[src/rtl/adlv_pkg.sv]
// adlv_pkg: shared state encoding, default widths and chunk-count helper for the adlv back end
package adlv_pkg;
  localparam int W_DEF = 19;
  localparam int CHUNK_DEF = 4;
  typedef enum logic [1:0] {IDLE, RUN, DONE} state_t;
  function automatic int nchunk(input int w, input int c);
    return (w + c - 1) / c;
  endfunction
endpackage

[src/rtl/adlv_chunk_add.sv]
// adlv_chunk_add: CHUNK-bit a+b+cin producing sum and carry-out
module adlv_chunk_add #(
  parameter int CHUNK = 4
) (
  input  logic [CHUNK-1:0] i_a,
  input  logic [CHUNK-1:0] i_b,
  input  logic             i_cin,
  output logic [CHUNK-1:0] o_sum,
  output logic             o_cout
);
  assign {o_cout, o_sum} = {1'b0, i_a} + {1'b0, i_b} + {{CHUNK{1'b0}}, i_cin};
endmodule

[src/rtl/adlv_resolve.sv]
// adlv_resolve: resolves a redundant (s,e) pair to binary CHUNK bits per cycle; ADLV_RESOLVE_BYPASS_EN enables the e==0 fast path
module adlv_resolve
  import adlv_pkg::*;
#(
  parameter int W     = W_DEF,
  parameter int CHUNK = CHUNK_DEF
) (
  input  logic         clk,
  input  logic         rst,
  input  logic         in_valid,
  output logic         in_ready,
  input  logic [W-1:0] s_in,
  input  logic [W-1:0] e_in,
  output logic         out_valid,
  input  logic         out_ready,
  output logic [W:0]   sum_out,
  output logic         busy
);
  localparam int NCHUNK = nchunk(W, CHUNK);
  localparam int PW     = NCHUNK * CHUNK;
  localparam int LASTN  = W - (NCHUNK - 1) * CHUNK;
  localparam int IW     = NCHUNK > 1 ? $clog2(NCHUNK) : 1;
  state_t           r_state;
  logic [PW-1:0]    r_s, r_e;
  logic             r_carry;
  logic [IW-1:0]    r_idx;
  logic [W:0]       r_res;
  logic [PW-1:0]    w_src_s, w_src_e;
  logic [IW-1:0]    w_idx;
  logic [CHUNK-1:0] w_sum;
  logic             w_cout, w_last, w_fin;
  logic [W:0]       w_res, w_next;
  assign w_src_s = r_state == IDLE ? PW'(s_in) : r_s;
  assign w_src_e = r_state == IDLE ? PW'(e_in) : r_e;
  assign w_idx   = r_state == IDLE ? '0 : r_idx;
  assign w_last  = w_idx == IW'(NCHUNK - 1);
  adlv_chunk_add #(.CHUNK(CHUNK)) u_add (
    .i_a   (CHUNK'(w_src_s >> (CHUNK * w_idx))),
    .i_b   (CHUNK'(w_src_e >> (CHUNK * w_idx))),
    .i_cin (r_state == RUN && r_carry),
    .o_sum (w_sum),
    .o_cout(w_cout)
  );
  for (genvar g = 0; g < W; g++) begin : g_bit
    assign w_res[g] = w_idx == IW'(g / CHUNK) ? w_sum[g % CHUNK] : r_res[g];
  end
  assign w_res[W] = w_last ? (LASTN == CHUNK ? w_cout : w_sum[LASTN % CHUNK]) : r_res[W];
`ifdef ADLV_RESOLVE_BYPASS_EN
  logic w_byp;
  assign w_byp  = r_state == IDLE && e_in == '0;
  assign w_fin  = w_last || w_byp;
  assign w_next = w_byp ? {1'b0, s_in} : w_res;
`else
  assign w_fin  = w_last;
  assign w_next = w_res;
`endif
  assign sum_out = r_res;
  // chunk 0 resolves on the accept edge, later chunks in RUN; DONE holds the result until taken
  always_ff @(posedge clk)
    if (rst) begin
      r_state   <= IDLE;
      r_s       <= '0;
      r_e       <= '0;
      r_carry   <= 1'b0;
      r_idx     <= '0;
      r_res     <= '0;
      in_ready  <= 1'b1;
      out_valid <= 1'b0;
      busy      <= 1'b0;
    end else if ((r_state == IDLE && in_valid) || r_state == RUN) begin
      if (r_state == IDLE) begin
        r_s      <= w_src_s;
        r_e      <= w_src_e;
        in_ready <= 1'b0;
      end
      r_res     <= w_next;
      r_carry   <= w_cout;
      r_idx     <= w_idx + 1'b1;
      r_state   <= w_fin ? DONE : RUN;
      out_valid <= w_fin;
      busy      <= !w_fin;
    end else if (r_state == DONE && out_ready) begin
      r_state   <= IDLE;
      out_valid <= 1'b0;
      in_ready  <= 1'b1;
    end
endmodule

[config.mk]
export PLATFORM = sky130hd
export DESIGN_NAME = adlv_resolve
export DESIGN_NICKNAME = d
export VERILOG_FILES = /design/src/rtl/adlv_pkg.sv /design/src/rtl/adlv_chunk_add.sv /design/src/rtl/adlv_resolve.sv
export SDC_FILE = /design/constraint.sdc
export NUM_CORES = 1
export LEC_CHECK = 0
export BUFFER_PORTS_ARGS = -buffer_cell sky130_fd_sc_hd__buf_2
export CAP_MARGIN = 25
export CORE_ASPECT_RATIO = 1.25
export CORE_MARGIN = 2
export CORE_UTILIZATION = 55
export CTS_CLUSTER_DIAMETER = 200
export DETAILED_ROUTE_END_ITERATION = 8
export GPL_TIMING_DRIVEN = 1
export PLACE_DENSITY = 0.83
export REMOVE_ABC_BUFFERS = 1
export SETUP_SLACK_MARGIN = 0.5
export SLEW_MARGIN = 20
export SYNTH_ARGS = -nofsm -noshare
export SYNTH_HDL_FRONTEND = slang
export SYNTH_HIERARCHICAL = 1
export SYNTH_SLANG_ARGS = --single-unit
[constraint.sdc]
create_clock -name clk -period 3.2 [get_ports clk]
set_clock_uncertainty 0.15 [all_clocks]
set_input_delay 0.64 -clock clk [delete_from_list [all_inputs] [get_ports clk]]
set_output_delay 0.64 -clock clk [all_outputs]
set_load 0.005 [all_outputs]
* Yosys cells after proc, flatten, opt, wreduce, memory -nomap -nowiden
Index checks and enable logic that the tools add are counted.
** Storage, ports and cells
- Input bits :: 42
- Register bits after elaboration :: 69
- Logic and storage cells :: 51
** Cells by class
- Eq/ne operators :: 7
- Multiplexer cells :: 11
- $add $sub $neg :: 3
- Shift-type cells :: 2
- Reduce and logical (&&, ||, !) cells :: 15
** Operators with widths (number)
- 20-bit two-way mux :: 2
- 20-bit by 5-bit >> shifter with 4-bit output :: 2
- 2-bit AND reduction :: 7
- 3-bit by 2-bit equality test with 1-bit output (second input constant) :: 2
- 2-bit two-way mux :: 3
- 4-bit by 4-bit adder with 5-bit output :: 1
- 5-bit by 1-bit adder with 5-bit output :: 1
- 1-bit two-way mux :: 5
- 3-bit by 1-bit adder with 3-bit output (second input constant) :: 1
- 3-bit by 1-bit equality test with 1-bit output (second input constant) :: 1
- 3-bit equality test (second input constant) :: 1
- 1-bit logical AND :: 3
- 3-bit zero test :: 1
- 3-bit two-way mux :: 1
- 2-bit by 1-bit equality test with 1-bit output (second input constant) :: 1
- 2-bit equality test (second input constant) :: 1
- 2-bit zero test :: 1
- 2-bit inequality test (second input constant) :: 1
- 2-bit nonzero test :: 1
- 1-bit zero test :: 1
- 1-bit logical OR :: 1

* Logic depth before layout (Yosys ltp)
- Word-level depth :: 5
- Depth in mapped cells :: 13
- Depth with buffers taken out :: 11

* Cells and area by module
Netlist, hierarchy kept.
** By module, submodules not included
- adlv_resolve :: area an instance 3179.3 µm², cells an instance 359, times used 1, seq. area each 1361.3 µm²
- adlv_chunk_add :: area an instance 143.9 µm², cells an instance 16, times used 1, seq. area each 0.0 µm²

* Least setup slack after synthesis
No wires, ideal clock.
- Kind :: register to register
- Start :: reg r_idx[1]
- End :: reg r_res[1] (netlist: sum_out[1])
- Cell stages (with the launch flop) :: 13
- Required time :: 2.957 ns
- Slack :: 0.303 ns
- Path buffers :: 2
- Setup time :: 0.093 ns
- Data arrival time :: 2.654 ns
- Cells stage by stage :: dfxtp_1 buf_2 buf_2 mux2i_1 o31ai_1 a211o_1 fa_1 inv_1 fa_1 inv_1 nand2b_1 o31a_1 o311ai_2
** On the way
- Word-level cells in the longest chain between the ends :: 4
- Elaborated cells on any way between the ends :: 7
- Those cells by class :: 2 x add/sub; 2 x shift; 1 x mux; 2 x reduce/logical
** RTL lines
- from (decl) :: line adlv_resolve.sv:26 : logic [IW-1:0] r_idx;
- from (signal assigned) :: line adlv_resolve.sv:78 : r_idx <= w_idx + 1'b1;
- 3-bit two-way mux (*) :: line adlv_resolve.sv:35 : assign w_idx = r_state == IDLE ? '0 : r_idx;
- 20-bit by 5-bit >> shifter with 4-bit output (on tied branches) :: line adlv_resolve.sv:38, adlv_resolve.sv:39
- 4-bit by 4-bit adder with 5-bit output (*) :: line adlv_chunk_add.sv:11 : assign {o_cout, o_sum} = {1'b0, i_a} + {1'b0, i_b} + {{CHUNK{1'b0}}, i_cin};
- 5-bit by 1-bit adder with 5-bit output (*) :: line adlv_chunk_add.sv:11
- named net w_sum[1] :: line adlv_resolve.sv:30 : logic [CHUNK-1:0] w_sum;
- to (signal assigned) :: line adlv_resolve.sv:76 : r_res <= w_next;
- to (decl) :: line adlv_resolve.sv:27 : logic [W:0] r_res;
The timed path passes the listed nets; every way through them passes the cells marked *.
A chain may end at the register's enable or synchronous reset.

* Final worst setup path
- Start :: reg r_idx[2]
- End :: reg r_res[2] (netlist: sum_out[2])
The elaborated chain is that of the path after synthesis.

==> run_results.csv <==
group,metric,value,unit
status,status,"finished clean",
worst_setup_path,end_kind,"register",
hold_path,hold_path.class,"register to register",
final_layout,drive_gt1_share,30.4,%
clock_network,clk_path_buf_depth,2,
global_routing,grt_usage,23.6,%
sta,max_slew_margin,53.4,%
worst_setup_path,start_kind,"register",
floorplanning,die-area,6680,um^2
global_routing,gr-total-overflow,0,
route,via_per_inst,5.54,
floorplanning,core.rowCount,31,
pwr,peakVddDrop,0.369,mV
clock_network,ctsHoldBuffers,0,
worst_setup_path,slowest_stage,"fa_1",
sta,final-setup-viol-count,0,
synthesis,synth_seq_area_share,41.0,%
pwr,p_leak,1.74,nW
worst_setup_path,crit_arrival,2.81,ns
floorplanning,start_util,57.1,%
clock_network,clockRootBuffer,"clkbuf_8",
job,max_cap_violations,0,
final_layout,area_delta_synth_final,20.5,%
sta,drv_slew,0,
floorplanning,ioPinCount,65,
final_layout,fin_area,4010,um^2
pwr,powerDensity,493,nW/um^2
final_layout,final_cells,514,
placed_design,hpwlAfterDp,4990,um
synthesis,synth-edff-count,0,
pwr,design_power_total,1.98,mW
synthesis,yosysUniqueCellTypes,44,
sta,fin_crit_sh,84.4,%
final_layout,nets,491,
route,wl_per_cell,14.7,um
global_routing,grt_pass1_wl,12500,um
worst_setup_path,crit_chain,"or2_4 -> o31ai_2 -> a211o_1 -> fa_2 -> inv_2 -> fa_1 -> xnor2_2 -> nand2b_1 -> o31a_1 -> o311ai_2",
synthesis,synth_top_family_by_area,"simple AND/OR/NAND/NOR gates",
synthesis,ys_async_sr_fraction,0,%
route,drt_iter0_markers,142,
global_routing,grt_max_degree,48,
clock_network,clkTransAtPathRegs,0.07,ns
sta,fmax,0.370,GHz
worst_setup_path,cp_max_fo,8,
placed_design,place_area,3660,um^2
synthesis,yosys_warnings,6,
worst_setup_path,criticalPathCategory,"register to register",
synthesis,synth_mux_area_share,9.94,%
final_layout,fill_cells,464,
worst_setup_path,critPathRequiredTime,3.31,ns
synthesis,synthSimpleGateAreaFrac,24.5,%
sta,worstMarginPinSlew,0.698,ns
floorplanning,fp.dieW,73.5,um
final_layout,n_antenna_cell,0,
route,vias,2845,
route,wirelength,7550,um
synthesis,ys_ff_latch,68,
route,drc_errors,0,
synthesis,synth_area,3320,um^2
global_routing,grt_pass1_vias,2774,
clock_network,cts_tree,"done",
synthesis,synthAdderAreaFrac,2.71,%
route,dr.pass1.iters,5,
placed_design,io_buffers,64,
floorplanning,die_h,90.9,um
synthesis,synth-compound-area-share,15.7,%
clock_network,cts_sinks,68,
clock_network,h-tree-depth,3,
placed_design,gp_congestion,0.796,
global_routing,antenna_found_initial,0,
sta,grt_setup_unrepaired,"yes",
synthesis,synth_flop_cell,"dfxtp_1",
placed_design,place_inst,486,
worst_setup_path,slowest_delay,0.42,ns
synthesis,synth_xor_area_share,0.527,%
synthesis,avgSynthCellArea,8.86,um^2
sta,finalCriticalPeriod,2.70,ns
sta,hold_viol,0,
synthesis,postSynthCellCount,375,
clock_network,clkLatencyLatePin,0.35,ns
floorplanning,core,5820,um^2
sta,hold_slack,0.308,ns
clock_network,cts_buffers,9,
route,postRouteAntennaNets,0,
==> cell families (layout without fill, tap and decap cells) <==
logic type,after synthesis,count (layout)
adder cells (fa/ha/maj),6,6
AND/OR/NAND/NOR,153,153
multiplexers,33,33
XOR/XNOR,2,2
buffers and inverters,37,110
AO/OA/AOI/OAI,76,76
flip-flops,68,68
==> cells in the final DEF, fill, tap and decap left out, drive strengths merged, types with 7 or more instances in the layout <==
cell    count
buf        87
nand2      78
dfxtp      68
a21oi      41
mux2i      33
nand2b     28
clkbuf     12
nor3       10
or3b        9
a211o       8
o31ai       8
nor2        7
==> cells in the mapped netlist, types with 2 or more instances <==
| cell type | n | share of area (%) |
|---|---|---|
| nor3_1 | 9 | 1.4 |
| nor2_1 | 6 | 0.68 |
| a211o_1 | 8 | 2.1 |
| o21ba_1 | 2 | 0.60 |
| nand2_1 | 78 | 8.8 |
| buf_4 | 2 | 0.45 |
| mux2i_1 | 33 | 9.9 |
| xnor2_1 | 2 | 0.53 |
| nand4b_1 | 4 | 1.1 |
| inv_1 | 5 | 0.56 |
| o31ai_1 | 8 | 1.8 |
| clkbuf_1 | 14 | 1.6 |
| dfxtp_1 | 68 | 41 |
| a211oi_1 | 3 | 0.68 |
| nand3b_1 | 6 | 1.4 |
| or3b_1 | 2 | 0.53 |
| nor3b_1 | 3 | 0.68 |
| or3b_2 | 7 | 1.8 |
| buf_6 | 4 | 1.4 |
| ha_1 | 4 | 1.5 |
| o31a_1 | 4 | 1.1 |
| o311ai_2 | 4 | 2.0 |
| buf_2 | 11 | 1.7 |
| fa_1 | 2 | 1.2 |
| a21oi_1 | 40 | 6.0 |
| nand2b_1 | 28 | 5.3 |
==> sequential cells by signal, summed over array words and instances, names as in the netlist <==
| name | flops |
|---|---|
| r_idx | 3 |
| sum_out | 20 |
| r_state | 1 |
| r_s | 20 |
| out_valid | 1 |
| busy | 1 |
| r_e | 20 |
| in_ready | 1 |
| r_carry | 1 |
==> worst paths after layout <==
check / slack, ns / depth (start not counted) / endpoint / startpoint
worst max-delay path: 0.50 / 10 / sum_out[2]$_SDFFE_PP0P_ / r_idx[2]$_SDFFE_PP0P_
worst max register to register: 0.50 / 10 / sum_out[2]$_SDFFE_PP0P_ / r_idx[2]$_SDFFE_PP0P_
worst min register to register: 0.31 / 2 / r_e[10]$_SDFFE_PP0P_ / r_e[10]$_SDFFE_PP0P_
worst min-delay path: 0.31 / 2 / r_e[10]$_SDFFE_PP0P_ / r_e[10]$_SDFFE_PP0P_
==> area by class of cell <==
cell class,count,area (um^2),area share [%]
flip-flops and latches,68,1380,34.3
repair buffers,89,526,13.1
clock buffers,10,138,3.44
inverters,5,18.8,0.469
clock inverters,6,38.8,0.968
well taps,66,82.6,2.06
multi-input cells,270,1830,45.6
==> power breakdown <==
part	internal (mW)	switching [mW]
Combinational	0.183	0.216
Clock	0.300	0.337
Sequential	0.900	0.0395
Total	1.38	0.592
==> worst max-delay path: cells and delay by family, from the launching register on <==
family	cells	cell delay, ns
XOR/XNOR	1	0.17
flip-flops	1	0.36
adder cells (fa/ha/maj)	2	0.65
buffers and inverters	1	0.04
AO/OA/AOI/OAI	4	0.82
AND/OR/NAND/NOR	2	0.41
==> stage by stage <==
step	setup WS, ns	setup TNS (ns)	util (%)
2_1_floorplan	-0.0853	-3.24	-
3_3_place_gp	0.247	0	62.9
3_5_place_dp	0.209	0	62.9
4_1_cts	0.534	0	67.8
5_1_grt	0.381	0	68.8
6_report	0.500	0	68.8
==> routing by layer <==
metal	global-route usage (%)	share of wire, %
met4	8.79	1.6
met1	28.8	42
met3	5.02	4.8
met2	39.9	51
met5	0	0
==> timing repair <==
action	4_1_cts	5_1_grt
setup buffers	6	6
pin swaps	3	5
setup endpoints to repair	16	8
gates cloned	0	0
gates resized for setup	22	5
No activity file was read; power rests on OpenSTA's default activity.
